<file path="config.mk">
export PLATFORM = sky130hd
export DESIGN_NAME = hazard_control_unit
export DESIGN_NICKNAME = d
export VERILOG_FILES = /design/src/rtl/hazard_control_unit.sv
export SDC_FILE = /design/constraint.sdc
export NUM_CORES = 1
export LEC_CHECK = 0
export CAP_MARGIN = 20
export CORE_UTILIZATION = 30
export DETAILED_ROUTE_END_ITERATION = 12
export PLACE_DENSITY = 0.54
export SYNTH_ARGS = -nofsm -noshare
export SYNTH_HDL_FRONTEND = slang
export SYNTH_SLANG_ARGS = --single-unit
</file>
<file path="constraint.sdc">
create_clock -name Clk -period 5.1 [get_ports Clk]
set_input_delay 0.765 -clock Clk [delete_from_list [all_inputs] [get_ports Clk]]
set_output_delay 0.765 -clock Clk [all_outputs]
set_load 0.02 [all_outputs]
</file>
<file path="src/rtl/hazard_control_unit.sv">
// Hazard control for the pipelined SAD datapath: load-use stalls, branch flushes,
// ALU operand forwarding, a stall-streak watchdog and saturating event counters.
module hazard_control_unit #(
    parameter int unsigned FLUSH_CYCLES = 1,
    parameter int unsigned MAX_STALL    = 8,
    parameter int unsigned CNT_W        = 16
) (
    input  logic             Clk,
    input  logic             Rst,
    input  logic             id_valid,
    input  logic [4:0]       id_rs,
    input  logic [4:0]       id_rt,
    input  logic             id_uses_rs,
    input  logic             id_uses_rt,
    input  logic             idex_MemRead,
    input  logic             idex_RegWrite,
    input  logic [4:0]       idex_rd,
    input  logic [4:0]       ex_rs,
    input  logic [4:0]       ex_rt,
    input  logic             exmem_RegWrite,
    input  logic [4:0]       exmem_rd,
    input  logic             memwb_RegWrite,
    input  logic [4:0]       memwb_rd,
    input  logic             ex_PCSrc,
    output logic             PCWrite,
    output logic             IFIDWrite,
    output logic             IDEX_Bubble,
    output logic             IFID_Flush,
    output logic [1:0]       ForwardA,
    output logic [1:0]       ForwardB,
    output logic             deadlock,
    output logic [CNT_W-1:0] stall_count,
    output logic [CNT_W-1:0] flush_count
);

    localparam int unsigned FC_W     = 4;
    localparam int unsigned STREAK_W = 8;

    typedef enum logic {
        RUN   = 1'b0,
        FLUSH = 1'b1
    } state_e;

    state_e               state_q, state_d;
    logic [FC_W-1:0]      fcnt_q, fcnt_d;
    logic [STREAK_W-1:0]  streak_q, streak_d;
    logic                 deadlock_q, deadlock_d;
    logic [CNT_W-1:0]     stall_cnt_q, stall_cnt_d;
    logic [CNT_W-1:0]     flush_cnt_q, flush_cnt_d;
    logic                 lu_c;
    logic                 flush_now;
    logic                 stall_now;

    // Forwarding select for one ALU operand; EX/MEM is the newer value and wins.
    function automatic logic [1:0] fwd_sel(
        input logic       em_wr,
        input logic [4:0] em_rd,
        input logic       mw_wr,
        input logic [4:0] mw_rd,
        input logic [4:0] src
    );
        logic [1:0] sel;
        sel = 2'b00;
        if (em_wr && (em_rd != 5'd0) && (em_rd == src)) begin
            sel = 2'b10;
        end else if (mw_wr && (mw_rd != 5'd0) && (mw_rd == src)) begin
            sel = 2'b01;
        end
        return sel;
    endfunction

    // Load in EX feeding a register the ID instruction actually reads.
    always_comb begin
        lu_c = id_valid && idex_MemRead && (idex_rd != 5'd0) &&
               ((id_uses_rs && (id_rs == idex_rd)) ||
                (id_uses_rt && (id_rt == idex_rd)));
    end

    always_comb begin
        state_d     = state_q;
        fcnt_d      = fcnt_q;
        streak_d    = streak_q;
        deadlock_d  = deadlock_q;
        stall_cnt_d = stall_cnt_q;
        flush_cnt_d = flush_cnt_q;
        flush_now   = 1'b0;
        stall_now   = 1'b0;
        PCWrite     = 1'b1;
        IFIDWrite   = 1'b1;
        IDEX_Bubble = 1'b0;
        IFID_Flush  = 1'b0;
        ForwardA    = fwd_sel(exmem_RegWrite, exmem_rd, memwb_RegWrite, memwb_rd, ex_rs);
        ForwardB    = fwd_sel(exmem_RegWrite, exmem_rd, memwb_RegWrite, memwb_rd, ex_rt);

        // A taken branch outranks a load-use stall; the flush discards the stalled op anyway.
        case (state_q)
            RUN: begin
                if (ex_PCSrc) begin
                    flush_now = 1'b1;
                    if (FLUSH_CYCLES > 1) begin
                        state_d = FLUSH;
                        fcnt_d  = FC_W'(FLUSH_CYCLES - 1);
                    end
                end else if (lu_c) begin
                    stall_now = 1'b1;
                end
            end
            FLUSH: begin
                flush_now = 1'b1;
                if (fcnt_q == FC_W'(1)) begin
                    state_d = RUN;
                end else begin
                    fcnt_d = fcnt_q - FC_W'(1);
                end
            end
            default: state_d = RUN;
        endcase

        if (flush_now) begin
            IDEX_Bubble = 1'b1;
            IFID_Flush  = 1'b1;
            if (flush_cnt_q != {CNT_W{1'b1}}) begin
                flush_cnt_d = flush_cnt_q + CNT_W'(1);
            end
        end

        if (stall_now) begin
            PCWrite     = 1'b0;
            IFIDWrite   = 1'b0;
            IDEX_Bubble = 1'b1;
            if (stall_cnt_q != {CNT_W{1'b1}}) begin
                stall_cnt_d = stall_cnt_q + CNT_W'(1);
            end
        end

        // Streak of frozen-PC cycles; saturates so the sticky flag can only set once.
        if (stall_now) begin
            if (streak_q < STREAK_W'(MAX_STALL)) begin
                streak_d = streak_q + STREAK_W'(1);
            end
        end else begin
            streak_d = '0;
        end
        deadlock_d = deadlock_q || (streak_d >= STREAK_W'(MAX_STALL));

        if (Rst) begin
            PCWrite     = 1'b0;
            IFIDWrite   = 1'b0;
            IDEX_Bubble = 1'b1;
            IFID_Flush  = 1'b1;
            ForwardA    = 2'b00;
            ForwardB    = 2'b00;
        end
    end

    always_ff @(posedge Clk) begin
        if (Rst) begin
            state_q     <= RUN;
            fcnt_q      <= '0;
            streak_q    <= '0;
            deadlock_q  <= 1'b0;
            stall_cnt_q <= '0;
            flush_cnt_q <= '0;
        end else begin
            state_q     <= state_d;
            fcnt_q      <= fcnt_d;
            streak_q    <= streak_d;
            deadlock_q  <= deadlock_d;
            stall_cnt_q <= stall_cnt_d;
            flush_cnt_q <= flush_cnt_d;
        end
    end

    assign deadlock    = deadlock_q;
    assign stall_count = stall_cnt_q;
    assign flush_count = flush_cnt_q;

endmodule
</file>
---- Yosys cells after proc, flatten, opt, wreduce, memory -nomap -nowiden ----
Cells that the tools add are included.
word-level totals
  bits in read-only memories .............. 0
  memories kept ........................... 0
  bits in writable memories ............... 0
  word-level logic and storage cells ...... 63
  output and inout port bits .............. 41
  bits in latches ......................... 0
  flip-flop bits (word level) ............. 46
  input port bits ......................... 45
cells by class
  $mul .................................... 0
  divide/modulo/power cells ............... 0
  add/sub/neg operators ................... 4
  bitwise operators ....................... 2
  multiplexer cells ....................... 20
  magnitude comparators ................... 2
  equality and inequality tests ........... 9
  shift-type cells ........................ 0
  reduce and logical (&&, ||, !) cells .... 20
operators with widths
  kind                   count
  $add 16x1->16 const B  2
  $ne 16x16->1 const B   2
  $eq 5x5->1             6
  $mux 8                 2
  $reduce_bool 5->1      3
  $mux 1                 13
  $logic_and 1x1->1      11
  $add 8x1->8 const B    1
  $ge 8x4->1 const B     1
  $lt 8x4->1 const B     1
  $mux 2                 4
  $reduce_and 2->1       3
  $eq 4x1->1 const B     1
  $sub 4x1->4 const B    1
  $logic_or 1x1->1       2
  $not 1->1              2
  $pmux 1 s2             1
  $reduce_or 2->1        1

---- Logic depth before layout (Yosys ltp) ----
  depth in word-level cells ............... 10
  mapped depth ............................ 7
  gate-level depth less buffers ........... 7

---- Least setup slack after synthesis ----
OpenSTA, ideal clock, no wires.
  kind .................................... input -> output
  from .................................... input idex_rd[1]
  to ...................................... output PCWrite
  slack ................................... 1.924 ns
  required time ........................... 4.335 ns
  buffers on the path ..................... 1
  stages .................................. 5
  arrival ................................. 2.411 ns
  cells stage by stage .................... or4_1 -> o2111a_1 -> nand2b_1 -> nor2b_1 -> buf_4
on the way
  word-level cells in the longest chain between the ends .. 9
  elaborated cells between the ends (all ways) .. 13
  those cells by class .................... eq/ne (2); mux (5); reduce/logical (6)
ends and longest elaborated chain
  item                                         RTL line  RTL
  start, declared                              17        input logic [4:0] idex_rd,
  $eq 5x5->1, on equally long branches         75, 76
  $logic_and 1x1->1, on equally long branches  75, 76
  $logic_or 1x1->1                             75        ((id_uses_rs && (id_rs == idex_rd)) ||
  $logic_and 1x1->1 *                          74        lu_c = id_valid && idex_MemRead && (idex_rd != 5'd0) &&
  $mux 1 *                                     104       end else if (lu_c) begin
  $mux 1 *                                     98        if (ex_PCSrc) begin
  $mux 1 *                                     96        case (state_q)
  $mux 1 * (2 in a row)                        --
  end, declared                                25        output logic PCWrite,
Mark *: on every way between the ends. The rest lies on a longest branch, timed or not.

---- Final worst setup path ----
  from .................................... input idex_rd[1]
  to ...................................... output IFIDWrite
on the way
  word-level cells in the longest chain between the ends .. 9
  elaborated cells between the ends (all ways) .. 13
  those cells by class .................... eq/ne (2); mux (5); reduce/logical (6)
ends and longest elaborated chain
  item                                         RTL line  RTL
  $eq 5x5->1, on equally long branches         75, 76
  $logic_and 1x1->1, on equally long branches  75, 76
  $logic_or 1x1->1                             75
  $logic_and 1x1->1 *                          74
  $mux 1 *                                     104
  $mux 1 *                                     98
  $mux 1 *                                     96
  $mux 1 *                                     127       if (stall_now) begin
  $mux 1 *                                     146       if (Rst) begin
  end, declared                                26        output logic IFIDWrite,
Marks and branches as above.

==> results.txt <==
The flow ran to the end, and the final reports show no timing, DRC or antenna violations. The setup slack after placement came out at 1.02 ns. The final count of hold timing violations is 0. The cell area after layout is 0.00360 mm^2.

The number of antenna repair diodes came out at 0. STA classifies the critical path startpoint as an input port. The clock drives 46 sinks. The number of non-filler instances in the completed layout is 489.

On the critical path the largest part of the delay comes from buffers and inverters. The cell type with the highest occurrence count on the critical path is sky130_fd_sc_hd__clkdlybuf4s50_1. The H-tree depth came out at 2. The endpoint class of the critical path is an output port. The async set-reset flop share out of synthesis came out at 0. The final standard cell utilization of the core came out at 0.437. The buffer and inverter count on the worst path came out at 2. For this run, the detailed router's first-pass iteration total came to 4. The largest fanout on the critical path is 7. When the netlist entered floorplanning its net count stood at 350. The number of remaining DRC errors came out at 0.

The number of nets in the finished design came out at 433. The peak per-stage delay on the critical path is 0.62 ns. The count of maximum capacitance violations is 0. The predominant post-synthesis flop cell is sky130_fd_sc_hd__dfxtp_1.

The initial antenna violation count came out at 0. Measured against its own limit, the worst slew margin works out to 0.528. Post-CTS repair changed the size of 0 cells. The routed via count came out at 2,447. The floorplan die area came out at 0.00897 mm^2.

The clock-pin transition on the worst setup and hold timing paths came out at 0.09 ns. The total chip power is 685 uW. The largest net degree at the start of global routing is 51.

The number of buffers inserted to repair setup after CTS is 0. The number of clock buffers inserted by TritonCTS is 5. The number of buffers inserted by port buffering is 84.

The time the final worst path needs with I/O delays and setup came out at 4.04 ns. The floorplan step set the die width to 94.7 um. The cell area that synthesis handed to floorplanning was 0.00258 mm^2. The data arrival time at the worst-slack endpoint is 3.27 ns.

The number of max-slew violations in the final report is 0. The area growth from synthesis to final layout came out at 39.8%. The placer's final routability congestion estimate is 0.794. The number of nets with antenna violations after routing came out at 0.

Final hold analysis gives a worst-case slack of 0.473 ns. The height of the die is 94.7 um. TritonCTS built the clock tree. The count of routing violations after the opening detailed-route iteration is 68. The final clock skew came out at 0.00932 ns. The share of the clock period used by the worst path after layout came out at 0.791. The worst setup slack after layout came out at 1.06 ns.

Dividing the detail-routed via count by the number of cells gives 5.00. The slew at the pin with the worst max-slew slack came out at 0.702 ns. The achievable clock frequency is 248 MHz. The global-route usage over all layers came out at 0.146. The total power divided by cell area is 190 mW/mm^2. The number of hold-repair buffers added at the cts stage came out at 0.

The cell count after synthesis came out at 300. For this configuration, the core starts out at a cell density of 0.312. In this run the core area contains 33 standard-cell rows. The buffer levels on the longest clock path is 2. The wire length of the first global-routing pass is 10,400 um. The region available for standard cell placement spans 0.00826 mm^2. The average instance area after synthesis is 8.60 um^2.

The wire length after detailed routing came out at 6450 um. The clock insertion delay at the later pin of the skew report is 0.30 ns. Walking the worst path, the cells encountered are clkdlybuf4s50_1, or4_1, o2111a_1, nand2b_1, nor2b_1, clkdlybuf4s50_1. In the final layout, the share of cells above drive strength 1 is 0.0365. The leakage power came out at 1.16 nW. The instance count after placement with tap cells included came out at 481. The sequential cell area fraction in the yosys report is 0.357.

The standard cell area after detailed placement came out at 0.00352 mm^2. The critical path data required time is 4.34 ns. Pin placement for this block handled 86 I/O pins. The cell type of the slowest stage on the worst timing path is sky130_fd_sc_hd__clkdlybuf4s50_1. After detailed routing, the average wire length per cell comes to 13.2 um.

The number of global-route vias before repair is 2,229. The number of synthesis warnings came out at 0. Setup repair after global routing left no endpoint under its margin. The cell sitting at the root of the clock tree is a sky130_fd_sc_hd__clkbuf_8.

The category of the most critical setup path is input port to output port. Across the VDD grid, the largest voltage drop is 0.0904 mV. Synthesis inferred 46 register bits. Detailed placement finished with a half-perimeter wire length of 4900 um.

The number of synthesized flops with an enable pin is 0. The global route total overflow is 0. The class of the most critical hold timing path is flip-flop to flip-flop. The post-synthesis cell type count came out at 45. The count of final setup violators is 0. The sum of negative setup slack came out at 0 ns.
-- placed cells by master, fill, tap and decap left out, types with 11 or more instances in the layout --
cell type and instances:
sky130_fd_sc_hd__xor2_1 18, sky130_fd_sc_hd__a21oi_1 16, sky130_fd_sc_hd__nor2_1 35, sky130_fd_sc_hd__nand4_1 11, sky130_fd_sc_hd__clkdlybuf4s50_1 84, sky130_fd_sc_hd__dfxtp_1 46
sky130_fd_sc_hd__nand2_1 16, sky130_fd_sc_hd__or4_1 11, sky130_fd_sc_hd__xnor2_1 28, sky130_fd_sc_hd__nand3_1 11
-- layout make-up --
type | count | area (um^2)
Inverter | 5 | 18.8
Timing Repair Buffer | 86 | 856
Fill cell | 848 | 4650
Multi-Input combinational cell | 239 | 1590
Tap cell | 105 | 131
Sequential cell | 46 | 921
Clock buffer | 6 | 72.6
Clock inverter | 2 | 13.8
-- report_power, final --
part | total [mW] | switching [mW] | internal, mW
clock network | 0.224 | 0.127 | 0.0970
registers | 0.363 | 0.00202 | 0.361
logic | 0.0982 | 0.0435 | 0.0547
-- cell usage after synthesis, types with 8 or more instances --
library cell              instances  area share
sky130_fd_sc_hd__a21oi_1         16       0.031
sky130_fd_sc_hd__dfxtp_1         46        0.36
sky130_fd_sc_hd__nand2_1         16       0.023
sky130_fd_sc_hd__nand3_1         11       0.021
sky130_fd_sc_hd__nand4_1         11       0.027
sky130_fd_sc_hd__nor2_1          35       0.051
sky130_fd_sc_hd__nor3_1          10       0.019
sky130_fd_sc_hd__nor4_1          10       0.024
sky130_fd_sc_hd__o31ai_1          8       0.023
sky130_fd_sc_hd__or4_1           11       0.032
sky130_fd_sc_hd__xnor2_1         28       0.095
sky130_fd_sc_hd__xor2_1          18       0.061
-- worst paths after layout --
path                               start                          end  slack (ns)  depth (start not counted)
max reg2reg  stall_count[4]$_SDFFE_PP0P_  stall_count[9]$_SDFFE_PP0P_        2.96                          5
max                           idex_rd[1]                    IFIDWrite        1.06                          6
min reg2reg       streak_q[4]$_SDFF_PP0_       streak_q[4]$_SDFF_PP0_        0.47                          1
min               streak_q[4]$_SDFF_PP0_       streak_q[4]$_SDFF_PP0_        0.47                          1
-- sequential cells by signal (all words and copies together) (netlist names) --
signal       count
stall_count     16
state_q          1
fcnt_q           4
flush_count     16
streak_q         8
deadlock         1
-- logic make-up (layout without fill, tap and decap cells) --
kind of cell	after synthesis	in the layout	synth area share
AOI/OAI and AO/OA	45	45	0.116
xor gates and xnor gates	46	46	0.156
adders and majority gates	5	5	0.0243
muxes	5	5	0.0209
buffers and inverters	15	99	0.0257
and+or+nand+nor	138	138	0.299
DFF	46	46	0.357
-- per-layer routing --
| metal | track usage | up-vias | wire, um | share of wire |
|---|---|---|---|---|
| met5 | 0 | - | 0 | 0 |
| met2 | 0.244 | 46 | 2960 | 0.46 |
| li1 | - | 1261 | - | - |
| met3 | 0.0362 | 5 | 282 | 0.044 |
| met4 | 0.0265 | 0 | 39 | 0.0061 |
| met1 | 0.190 | 1135 | 3160 | 0.49 |
Note: power is estimated with default switching activity, not from simulation.
